[config.mk]
export PLATFORM = sky130hd
export DESIGN_NAME = ifid_imm_stage_flat
export DESIGN_NICKNAME = d
export VERILOG_FILES = /design/src/rtl/ifid_imm_stage_if.sv /design/src/rtl/ifid_imm_stage.sv /design/src/flat_wrapper.sv
export SDC_FILE = /design/constraint.sdc
export NUM_CORES = 1
export LEC_CHECK = 0
export ABC_AREA = 0
export CAP_MARGIN = 30
export CORE_UTILIZATION = 52
export DETAILED_ROUTE_END_ITERATION = 8
export GPL_ROUTABILITY_DRIVEN = 0
export PLACE_DENSITY = 0.86
export SLEW_MARGIN = 15
export SYNTH_ARGS = -nofsm -noshare
export SYNTH_HDL_FRONTEND = slang
export SYNTH_SLANG_ARGS = --single-unit
[constraint.sdc]
create_clock -name clk -period 4 [get_ports clk]
set_clock_uncertainty 0.1 [all_clocks]
set_input_delay 1 -clock clk [delete_from_list [all_inputs] [get_ports clk]]
set_output_delay 1 -clock clk [all_outputs]
set_load 0.01 [all_outputs]
[src/rtl/ifid_imm_stage_if.sv]
// Valid/ready instruction stream carrying a fetched instruction and its PC.
// The producer uses the master modport; the consumer uses the slave modport.
interface ifid_imm_stage_if #(
   parameter int PC_W = 32
);
   logic            valid;
   logic            ready;
   logic [31:0]     inst;
   logic [PC_W-1:0] pc;

   modport master (output valid, output inst, output pc, input ready);
   modport slave  (input valid, input inst, input pc, output ready);
endinterface

[src/rtl/ifid_imm_stage.sv]
// IF/ID stage: 2-entry skid buffer feeding the 16->32 immediate extender.
// Define IFID_PERF_EN to build the saturating stall-cycle counter on stall_cnt.
module ifid_imm_stage #(
   parameter int          PC_W     = 32,
   parameter logic [31:0] NOP_INST = 32'h0000_0000
) (
   input  logic                clk,
   input  logic                rst_n,
   input  logic                flush,
   ifid_imm_stage_if.slave     in_if,
   ifid_imm_stage_if.master    out_if,
   output logic [15:0]         imm_16,
   output logic                sign,
   output logic [15:0]         stall_cnt
);

   logic            main_valid;
   logic [31:0]     main_inst;
   logic [PC_W-1:0] main_pc;
   logic            skid_valid;
   logic [31:0]     skid_inst;
   logic [PC_W-1:0] skid_pc;
   logic            in_ready;
   logic            accept;
   logic            fire;

   assign in_ready    = ~skid_valid & rst_n;
   assign accept      = in_if.valid & in_ready;
   assign fire        = main_valid & out_if.ready;

   assign in_if.ready = in_ready;
   assign out_if.valid = main_valid;
   assign out_if.inst  = main_inst;
   assign out_if.pc    = main_pc;

   // NOTE: sequential state uses non-blocking assignments so every register
   // samples the pre-edge values, independent of statement order.
   always_ff @(posedge clk) begin
      if (!rst_n) begin
         main_valid <= 1'b0;
         main_inst  <= NOP_INST;
         main_pc    <= '0;
         skid_valid <= 1'b0;
         skid_inst  <= '0;
         skid_pc    <= '0;
      end else if (flush) begin
         main_valid <= 1'b0;
         main_inst  <= NOP_INST;
         skid_valid <= 1'b0;
      end else if (!main_valid || fire) begin
         // Skid holds the older entry; a full skid also blocks any same-cycle accept.
         if (skid_valid) begin
            main_valid <= 1'b1;
            main_inst  <= skid_inst;
            main_pc    <= skid_pc;
            skid_valid <= 1'b0;
         end else if (accept) begin
            main_valid <= 1'b1;
            main_inst  <= in_if.inst;
            main_pc    <= in_if.pc;
         end else begin
            main_valid <= 1'b0;
         end
      end else if (accept) begin
         skid_valid <= 1'b1;
         skid_inst  <= in_if.inst;
         skid_pc    <= in_if.pc;
      end
   end

   // andi/ori/xori/lui (opcodes 0x0C..0x0F) take a zero-extended immediate.
   assign imm_16 = main_inst[15:0];
   assign sign   = (main_inst[31:28] == 4'b0011) ? 1'b0 : 1'b1;

`ifdef IFID_PERF_EN
   logic [15:0] stall_q;

   always_ff @(posedge clk) begin
      if (!rst_n) begin
         stall_q <= '0;
      end else if (main_valid && !out_if.ready && !flush && (stall_q != 16'hFFFF)) begin
         stall_q <= stall_q + 16'd1;
      end
   end

   assign stall_cnt = stall_q;
`else
   assign stall_cnt = 16'h0000;
`endif

endmodule

[src/flat_wrapper.sv]
// flat-port wrapper written by rule: the top's interface ports become plain ports
module ifid_imm_stage_flat 
#(
   parameter int          PC_W     = 32,
   parameter logic [31:0] NOP_INST = 32'h0000_0000
)
  (clk, rst_n, flush, imm_16, sign, stall_cnt, in_if_valid, in_if_inst, in_if_pc, in_if_ready, out_if_valid, out_if_inst, out_if_pc, out_if_ready);
  ifid_imm_stage_if #(.PC_W(PC_W)) in_if_i ();
  ifid_imm_stage_if #(.PC_W(PC_W)) out_if_i ();
  input  logic clk;
  input  logic rst_n;
  input  logic flush;
  output logic [15:0] imm_16;
  output logic sign;
  output logic [15:0] stall_cnt;
  input wire logic [$bits(in_if_i.valid)-1:0] in_if_valid;
  input wire logic [$bits(in_if_i.inst)-1:0] in_if_inst;
  input wire logic [$bits(in_if_i.pc)-1:0] in_if_pc;
  output wire logic [$bits(in_if_i.ready)-1:0] in_if_ready;
  output wire logic [$bits(out_if_i.valid)-1:0] out_if_valid;
  output wire logic [$bits(out_if_i.inst)-1:0] out_if_inst;
  output wire logic [$bits(out_if_i.pc)-1:0] out_if_pc;
  input wire logic [$bits(out_if_i.ready)-1:0] out_if_ready;
  assign in_if_i.valid = in_if_valid;
  assign in_if_i.inst = in_if_inst;
  assign in_if_i.pc = in_if_pc;
  assign in_if_ready = in_if_i.ready;
  assign out_if_valid = out_if_i.valid;
  assign out_if_inst = out_if_i.inst;
  assign out_if_pc = out_if_i.pc;
  assign out_if_i.ready = out_if_ready;
  ifid_imm_stage #(.PC_W(PC_W), .NOP_INST(NOP_INST)) u_core (.clk(clk), .rst_n(rst_n), .flush(flush), .in_if(in_if_i), .out_if(out_if_i), .imm_16(imm_16), .sign(sign), .stall_cnt(stall_cnt));
endmodule
Yosys cells after proc, flatten, opt, wreduce, memory -nomap -nowiden

Cells that the tools add are included.

Register bits: 130
Bits of input ports: 69
Output and inout port bits: 99
Logic and storage cells: 29

Equal/unequal tests: 1
Muxes and demuxes: 7
Bitwise gates (word level): 7
Reduce and logical (&&, ||, !) cells: 8

Operators by type and width:

| operator             | count |
|---|---|
| $mux W32             | 4 |
| $reduce_and A3 Y1    | 2 |
| $eq A4 B2 Y1 const B | 1 |
| $not A1 Y1           | 4 |
| $and A1 B1 Y1        | 3 |
| $mux W1              | 3 |
| $reduce_or A3 Y1     | 1 |
| $reduce_and A2 Y1    | 1 |
| $reduce_bool A2 Y1   | 1 |
| $reduce_or A2 Y1     | 1 |
| $logic_not A1 Y1     | 1 |
| $logic_or A1 B1 Y1   | 1 |

Depth between registers and ports, before layout

Depth after elaboration: 5
Depth in mapped cells: 7
Depth with buffers taken out: 3

Least setup slack after synthesis

No wires, ideal clock.

Path type: input port to output port
Start point: in rst_n
End point: out in_if_ready
Data arrival time: 1786 ps
Data required time: 2900 ps
Slack: 1114 ps
Stages on the path: 4
Path buffers: 3
Cells stage by stage: buf_6 > buf_2 > buf_1 > nor2b_1

Word-level cells in the longest chain between the ends: 1

RTL lines:

| item               | line                 | RTL |
|---|---|---|
| start: declaration | flat_wrapper.sv:11   | `input logic rst_n;` |
| $and A1 B1 Y1      | ifid_imm_stage.sv:27 | `assign in_ready = ~skid_valid & rst_n;` |
| end: declaration   | flat_wrapper.sv:19   | `output wire logic [$bits(in_if_i.ready)-1:0] in_if_ready;` |

No other way between the ends.

Final worst setup path

Same ends and word-level chain as after synthesis.

==> results.md <==
* Number of port buffers at 151
* # hold bufs at CTS at 0
* Initial antenna violation count at 0
* Layout cells sized above 1 at 14.6%
* IR drop worst, VDD at 0.234 mV
* Period utilization at 71.3%
* RSZ-0062 raised after global routing: false
* Post-CTS Setup Inserts at 0
* DRT Pass-1 Iters at 6
* GRT Util Overall at 25.8%
* Global route total overflow at 0
* Antenna Nets Post-Route at 0
* Maximum fanout along the worst path at 3
* Final WL at 15100 µm
* HPWL Detailed at 9480 µm
* Mapped Avg Cell Area at 9.06 µm²
* Clock Path Buffers at 2
* Wire per inst at 16.6 µm
* Metal3 WL at 1200 µm
* Post-route setup TNS at 0 ns
* Pins Over Slew Limit at 0
* Cell area power density at 412 nW/µm²
* Largest net degree at the start of global routing at 83
* Unique cell type count in the Yosys netlist at 26
* Setup Viol. Count Final at 0
* Met2 routed WL at 7310 µm
* Worst-Skew Late Latency at 0.40 ns
* CTS sink count at 130
* Area Growth Syn to Fin at 32.7%
* Worst-Margin Slew at 0.789 ns
* Die area at 11900 µm²
* Status: completed
* Vias per inst at 5.64
* Root Driver: clkbuf_16
* CTS buffer count at 17
* Nets at 825
* Die Ht at 109 µm
* Yosys reg bits at 130
* Mapped Cells at 658
* IO Pins at 168
* Total Power at 3.26 mW
* 1st-iter DRT viols at 330
* CTS clk-pin slew, worst paths at 0.05 ns
* Vias in the first global route at 4943
* Startpoint Class: input pin
* First-pass GRT wire length at 24000 µm
* Critical path endpoint category: output pin
* Synthesized area at 5960 µm²
* Min Hold Slack at 0.355 ns
* Hold Vio Cnt, Final at 0
* Row count at 38
* Worst R2R Setup Slack at 1.83 ns
* Rel. slew slack at 47.4%
* Core area at 11000 µm²
* TritonCTS clock tree: yes
* FMAX at 0.351 GHz
* DR top layer: met4
* Leak at 2.87 nW
* Number of max-cap violations at 0
* Met1 WL at 6420 µm
* Hold WC Path Type: reg -> reg
* H-Tree Depth at 4
* DRC errors left at 0
* Final Core Density at 72.0%
* Syn. warnings at 0
* Die X at 109 µm
* PostCTS Resize Cnt at 0
* Worst EP arrival at 1.75 ns
* Starting Density at 54.3%
* Seq/Total Area, Yosys at 43.7%
* Setup CP Type: in -> out
* Via Count at 5123
* Fin crit period at 2.85 ns
* # diodes at 0
* CP Data Required Time at 2.90 ns
## state kept, by name, indices dropped and copies added (netlist names)
signal and count:
u_core.skid_inst 32, u_core.out_if.valid 1, u_core.skid_valid 1, u_core.skid_pc 32
u_core.out_if.pc 32, u_core.out_if.inst 32
## worst max-delay path, cell delays in order
cell and delay, ns:
buf_4 0.10, nor2b_1 0.12, clkdlybuf4s50_1 0.54
## cells in the mapped netlist
cell	number	area share, %
a211oi_1	2	0.25
a211oi_2	30	6.3
a21o_1	1	0.13
a21oi_1	33	2.8
and2_1	1	0.11
and2_4	1	0.15
and4bb_2	1	0.21
buf_1	13	0.82
buf_2	13	1.1
buf_4	37	4.7
buf_6	5	0.94
clkbuf_1	30	1.9
conb_1	1	0.063
dfxtp_1	130	44
mux2_2	32	6.0
mux2i_1	64	11
nand2_1	128	8.1
nand2b_1	2	0.21
nand3_1	41	3.4
nand3b_1	1	0.13
nand4_1	23	2.4
nand4bb_1	1	0.19
nor2_1	1	0.063
nor2b_1	2	0.21
nor3_1	1	0.084
o21ai_0	64	5.4
## final timing paths
kind	from	end	cells past startpoint
setup / recovery	rst_n	in_if_ready	3
hold reg to reg	u_core.out_if.pc[0]	u_core.out_if.pc[0]	2
setup reg to reg	u_core.skid_valid	u_core.out_if.pc[26]	6
hold / removal	u_core.out_if.pc[0]	u_core.out_if.pc[0]	2
## metrics by stage
step	setup slack [ns]	cells	instance area, µm²
floorplan	1.11	673	6020
global placement	0.965	874	7220
global route	1.11	909	7910
detailed placement	0.868	874	7220
finish	1.15	909	7910
CTS	1.15	906	7830
## power breakdown
group	total (mW)	switching, mW	internal (mW)
Sequential	1.34	0.0183	1.32
Combinational	0.335	0.166	0.169
Clock	1.58	0.571	1.01
## cell families (layout without fill, tap and decap cells)
| group | count (synthesis) | after routing | synth area share, % |
|---|---|---|---|
| AND/OR/NAND/NOR | 203 | 203 | 15.3 |
| AO/OA/AOI/OAI | 130 | 130 | 14.8 |
| flip-flops | 130 | 130 | 43.7 |
| buffers and inverters | 98 | 194 | 9.40 |
| multiplexers | 96 | 96 | 16.8 |
| other | 1 | 16 | 0.0629 |
## layout by cell type, fill, tap and decap left out, types with 3 or more instances in the layout
cell type,count
clkdlybuf4s50_1,150
buf_16,3
dfxtp_1,129
nand2_1,128
clkbuf_16,17
mux2i_1,64
a211oi_2,30
clkinv_2,4
buf_4,9
conb_1,16
nand3_1,41
a21oi_1,33
mux2_2,32
o21ai_0,64
nand4_1,23
bufinv_16,3
## cell type report
type                    count  area [µm²]
well taps                 140         175
repair buffers            162        1650
clock buffers              19         453
fillers                   803        3070
flip-flops and latches    130        2610
clock inverters            13         158
multi-input cells         445        2870
## metal layers
metal  GRT usage [%]  vias to the layer above
li1                -                     2450
met3            7.29                       21
met2            41.7                      232
met4            8.30                        0
met1            33.1                     2420
met5               0                        -
No activity file was read; power rests on OpenSTA's default activity.
